$ cat src/rtl/cla_pkg.sv
// Shared definitions for the sequential CLA subtractor: slice width, FSM states
// and the slice-count helper.
package cla_pkg;

   localparam int unsigned SLICE_W = 4;

   typedef enum logic [1:0] {
      StIdle,
      StRun,
      StDone
   } state_e;

   function automatic int unsigned num_slices(input int unsigned width);
      return width / SLICE_W;
   endfunction

endpackage

$ cat src/rtl/cla4_slice.sv
// Combinational 4-bit carry-look-ahead adder slice with group generate/propagate.
module cla4_slice (
   input  logic [3:0] a,
   input  logic [3:0] b,
   input  logic       cin,
   output logic [3:0] s,
   output logic       cout,
   output logic       gout,
   output logic       pout
);

   logic [3:0] g;
   logic [3:0] p;
   logic [3:0] c;

   assign g = a & b;
   assign p = a ^ b;

   assign c[0] = cin;
   assign c[1] = g[0] | (p[0] & cin);
   assign c[2] = g[1] | (p[1] & g[0]) | (p[1] & p[0] & cin);
   assign c[3] = g[2] | (p[2] & g[1]) | (p[2] & p[1] & g[0]) | (p[2] & p[1] & p[0] & cin);

   assign gout = g[3] | (p[3] & g[2]) | (p[3] & p[2] & g[1]) | (p[3] & p[2] & p[1] & g[0]);
   assign pout = &p;
   assign cout = gout | (pout & cin);

   assign s = p ^ c;

endmodule

$ cat src/rtl/cla_seq_subtractor.sv
// Multi-cycle A - B - bin, one 4-bit CLA slice per clock, LSB slice first.
// Define CLA_SUB_OVF_EN to add the registered signed-overflow output ovf.
module cla_seq_subtractor
   import cla_pkg::*;
#(
   parameter int unsigned WIDTH = 16
) (
   input  logic             clk,
   input  logic             rst_n,
   input  logic             in_valid,
   output logic             in_ready,
   input  logic [WIDTH-1:0] a,
   input  logic [WIDTH-1:0] b,
   input  logic             bin,
   output logic             out_valid,
   input  logic             out_ready,
   output logic [WIDTH-1:0] diff,
   output logic             bout,
   output logic             zero
`ifdef CLA_SUB_OVF_EN
   ,
   output logic             ovf
`endif
);

   localparam int unsigned N  = num_slices(WIDTH);
   localparam int unsigned KW = (N > 1) ? $clog2(N) : 1;
   localparam logic [KW-1:0] KLAST = KW'(N - 1);

   if ((WIDTH % SLICE_W) != 0 || WIDTH < SLICE_W) begin : g_bad_width
      $error("WIDTH must be a non-zero multiple of 4");
   end

   state_e           state_q;
   logic [WIDTH-1:0] a_q;
   logic [WIDTH-1:0] nb_q;
   logic             carry_q;
   logic [KW-1:0]    k_q;
   logic [WIDTH-1:0] diff_q;
   logic             bout_q;
   logic             zero_q;
   logic             out_valid_q;

   logic [SLICE_W-1:0] slice_a;
   logic [SLICE_W-1:0] slice_b;
   logic [SLICE_W-1:0] slice_s;
   logic               slice_cout;
   logic               slice_gout;
   logic               slice_pout;
   logic [WIDTH-1:0]   diff_next;

   always_comb begin
      slice_a   = a_q[k_q*SLICE_W +: SLICE_W];
      slice_b   = nb_q[k_q*SLICE_W +: SLICE_W];
      diff_next = diff_q;
      diff_next[k_q*SLICE_W +: SLICE_W] = slice_s;
   end

   cla4_slice u_slice (
      .a    (slice_a),
      .b    (slice_b),
      .cin  (carry_q),
      .s    (slice_s),
      .cout (slice_cout),
      .gout (slice_gout),
      .pout (slice_pout)
   );

   // Group terms are only needed when slices are chained in parallel.
   logic unused_gp;
   assign unused_gp = slice_gout ^ slice_pout;

`ifdef CLA_SUB_OVF_EN
   logic ovf_q;
   // nb_q holds ~b, so the original subtrahend sign is ~nb_q[MSB].
   logic ovf_next;
   assign ovf_next = (a_q[WIDTH-1] != ~nb_q[WIDTH-1]) && (diff_next[WIDTH-1] != a_q[WIDTH-1]);
`endif

   always_ff @(posedge clk or negedge rst_n) begin
      if (!rst_n) begin
         state_q     <= StIdle;
         a_q         <= '0;
         nb_q        <= '0;
         carry_q     <= 1'b0;
         k_q         <= '0;
         diff_q      <= '0;
         bout_q      <= 1'b0;
         zero_q      <= 1'b0;
         out_valid_q <= 1'b0;
`ifdef CLA_SUB_OVF_EN
         ovf_q       <= 1'b0;
`endif
      end else begin
         unique case (state_q)
            StIdle: begin
               if (in_valid) begin
                  a_q     <= a;
                  nb_q    <= ~b;
                  carry_q <= ~bin;
                  k_q     <= '0;
                  diff_q  <= '0;
                  state_q <= StRun;
               end
            end
            StRun: begin
               diff_q  <= diff_next;
               carry_q <= slice_cout;
               if (k_q == KLAST) begin
                  bout_q      <= ~slice_cout;
                  zero_q      <= (diff_next == '0);
                  out_valid_q <= 1'b1;
                  state_q     <= StDone;
`ifdef CLA_SUB_OVF_EN
                  ovf_q       <= ovf_next;
`endif
               end else begin
                  k_q <= k_q + KW'(1);
               end
            end
            StDone: begin
               if (out_ready) begin
                  out_valid_q <= 1'b0;
                  state_q     <= StIdle;
               end
            end
            default: state_q <= StIdle;
         endcase
      end
   end

   assign in_ready  = (state_q == StIdle);
   assign out_valid = out_valid_q;
   assign diff      = diff_q;
   assign bout      = bout_q;
   assign zero      = zero_q;
`ifdef CLA_SUB_OVF_EN
   assign ovf       = ovf_q;
`endif

endmodule
$ cat config.mk
export PLATFORM = sky130hd
export DESIGN_NAME = cla_seq_subtractor
export DESIGN_NICKNAME = d
export VERILOG_FILES = /design/src/rtl/cla_pkg.sv /design/src/rtl/cla4_slice.sv /design/src/rtl/cla_seq_subtractor.sv
export SDC_FILE = /design/constraint.sdc
export NUM_CORES = 1
export LEC_CHECK = 0
export ABC_AREA = 1
export BUFFER_PORTS_ARGS = -buffer_cell sky130_fd_sc_hd__buf_2
export CORE_MARGIN = 1.5
export CORE_UTILIZATION = 40
export DETAILED_ROUTE_END_ITERATION = 7
export GPL_TIMING_DRIVEN = 0
export PLACE_DENSITY = 0.66
export SETUP_SLACK_MARGIN = 0.5
export SLEW_MARGIN = 20
export SYNTH_ARGS = -nofsm -noshare
export SYNTH_HDL_FRONTEND = slang
export SYNTH_SLANG_ARGS = --single-unit
$ cat constraint.sdc
create_clock -name clk -period 3.6 [get_ports clk]
set_clock_uncertainty 0.1 [all_clocks]
set_input_delay 0.36 -clock clk [delete_from_list [all_inputs] [get_ports clk]]
set_output_delay 0.36 -clock clk [all_outputs]
set_load 0.02 [all_outputs]
==> flow_metrics.tcl <==
set metrics [dict create \
    whs_ps -12.8 \
    syn_to_final_growth_pct 19.9 \
    worst-endpoint-required_ps 3750 \
    status "finished, violations left" \
    synth_commonest_cells "93 x nand2_1, 56 x dfrtp_1, 43 x o21ai_0" \
    path_cells "inv_2 > clkbuf_4 > buf_8 > nor2_1 > o22ai_2 > fa_2 > nand3_1 > o21ai_0 > nor2_1 > nand2_1 > nor2_1 > nand2_1 > nor2_1 > nand4_1 > nand2_1" \
    synth-xor-area-share_pct 0 \
    drt-initial-drc-count 136 \
    synthAdderAreaFrac_pct 5.49 \
    die_h_um 87.7 \
    grt_util_all_layers_pct 19.7 \
    grtUsageMet2_pct 32.9 \
    path_class "flop to flop" \
    grtUsageMet3_pct 3.58 \
    setup_viol 0 \
    nNetsFinal 463 \
    wl_per_cell_um 13.3 \
    cts_buffer_depth 2 \
    cts_hold_buf 0 \
    yosysMostFrequentCell "nand2_1" \
    ir_worst_vdd_uv 463 \
    async_flop_share_pct 100 \
    fp.dieArea_sq_mm 0.00770 \
    pwr_density_cell_mw_per_mm2 1070 \
    cap_violations 0 \
    yosysTopAreaCellShare_pct 48.8 \
    viasPerCell 5.00 \
    start_kind "flop" \
    die_x_um 87.7 \
    r2r_slack_ps 690 \
    cpMostUsedCell "nor2_1" \
    initial_utilization_pct 41.8 \
    fmaxAchievable_mhz 343 \
    p_total_mw 3.67 \
    drive_above_1_share_pct 24.6 \
    end_kind "flop" \
    synth_ff_type "dfrtp_1" \
    numCtsBuffers 5 \
    fin_area_sq_mm 0.00345 \
    finalSetupTns_ps 0 \
    drt-pass1-iter-count 4 \
    yosysSeqAreaShare_pct 48.8 \
    maxSlewHeadroom_pct 53.4 \
    h-tree-depth 2 \
    drc 0 \
    synthCells 346 \
    syn_area_per_cell_sq_um 8.30 \
    num_vias 2552 \
    r2r-start "k_q[0]" \
    muxShareOfSynthArea_pct 6.27 \
    crit_buf_inv 3 \
    yosys-top-cells-area "dfrtp_1 49%, nand2_1 12%, o21ai_0 7.5%" \
    cp_slowest_cell "fa_2" \
    synth-simple-area-share_pct 22.3 \
    critical_path.max_stage_delay_ps 510 \
    layout.cells.non_filler 510 \
    rsz0062_at_grt "no" \
    place_area_sq_mm 0.00328 \
    grt-busiest-layer "met2" \
    syn_nets 395 \
    synth_warnings 0 \
    antenna_left 0 \
    synth_area_sq_mm 0.00287 \
    min_path_type "primary input to async pin" \
    fin_crit_ps 2910 \
    synth_seq_cells 56 \
    place.gp.congestion 0.876 \
    grt-ovfl-total 0 \
    yosysTopAreaCell "dfrtp_1" \
    place_hpwl_mm 4.89 \
    cp.arrival_ps 3070 \
    grt_pass1_vias 2498 \
    crit_family "simple AND/OR/NAND/NOR gates" \
    worst_pin_slew_ps 699 \
    synth_compound_area_share_pct 11.6 \
    yosysUniqueCellTypes 22 \
    io_buffers 56 \
    rows 30 \
    critPathCapture "zero" \
    ios 57 \
    root_buffer "clkbuf_8" \
    timing_hold_violations_final 19 \
    grt_pass1_wl_mm 11.7 \
    insertion_delay_ps 310 \
    antenna_found_initial 0 \
    leakage_nw 1.77 \
    synth_top_family_by_area "simple AND/OR/NAND/NOR gates" \
    wirelength_mm 6.80 \
    failed_checks "hold timing" \
    coreArea_sq_mm 0.00687 \
    cp.depth 15 \
    dp_cells 498 \
    tritoncts "done" \
    cts_sinks 56 \
    finalCritPeriodShare_pct 80.9 \
    synth-edff-count 0 \
    num_antenna_cells 0 \
    r2r-end "zero" \
    gr-usage-met1_pct 25.9 \
    worstPathMaxFanout 12 \
    maxSlewViolCount 0 \
    crit_start "k_q[0]" \
    reg2regPathDepth 15 \
    clk_pin_slew_worst_paths_ps 100 \
    grt_max_degree 57 \
]
[repair_timing]
action	4_1_cts	5_1_grt
setup buffers	0	5
endpoints found under the setup margin	3	3
hold endpoints to repair	0	0
pin swaps	0	4
resized for setup	5	10
gates cloned	0	0
[area by class of cell]
cell class / count / area [sq um]
timing repair buffer: 61 / 320
tap: 96 / 120
clock buffer: 6 / 82.6
sequential: 56 / 1400
fill: 670 / 3420
inverter: 29 / 110
clock inverter: 1 / 8.76
multi-input combinational: 249 / 1330
buffer: 12 / 70.1
[kinds of logic after synthesis]
group | Yosys count
compound gates | 62
fa+ha+maj | 12
buf+inv | 41
flops | 56
mux | 16
simple gates | 159
[stage by stage]
step,utilization (%),worst slack (ps)
floorplan,-,937
global placement,47.7,185
detailed placement,47.7,163
CTS,49.3,517
global route,50.2,511
finish,50.2,687
[worst min path at each step]
stage	start	end	cells past startpoint
after floorplan	rst_n	a_q[0]	0
after global placement	nb_q[4]	nb_q[4]	2
after detailed placement	rst_n	zero	1
after CTS	rst_n	zero	1
after global routing	rst_n	out_valid	1
final	rst_n	out_valid	1
[cell usage in the layout, fill, tap and decap left out, types with 4 or more instances in the layout]
cell / instances
o22ai_1: 12
nand4_1: 5
inv_1: 24
nand3_1: 21
clkbuf_8: 6
clkbuf_1: 4
mux2_2: 16
dfrtp_1: 54
o21ai_0: 43
ha_1: 11
nor2_1: 38
nand2_1: 93
buf_2: 57
buf_4: 6
[power breakdown]
part / total, mW / internal (mW) / switching, mW
clock: 0.357 / 0.154 / 0.203
sequential: 1.11 / 0.923 / 0.192
combinational: 2.20 / 0.828 / 1.37
total: 3.67 / 1.90 / 1.77
[registers in the layout, indices dropped and copies added (netlist names)]
name and count:
nb_q 16, carry_q 1, state_q 2, k_q 2, out_valid 1, zero 1, a_q 16, bout 1
diff 16
[routing by layer]
layer	up-vias	part of all wire (%)
met5	-	0
met4	0	2.4
met3	17	5.3
met2	74	46
met1	1186	47
li1	1275	-
Power figures use the tool's default switching activity.
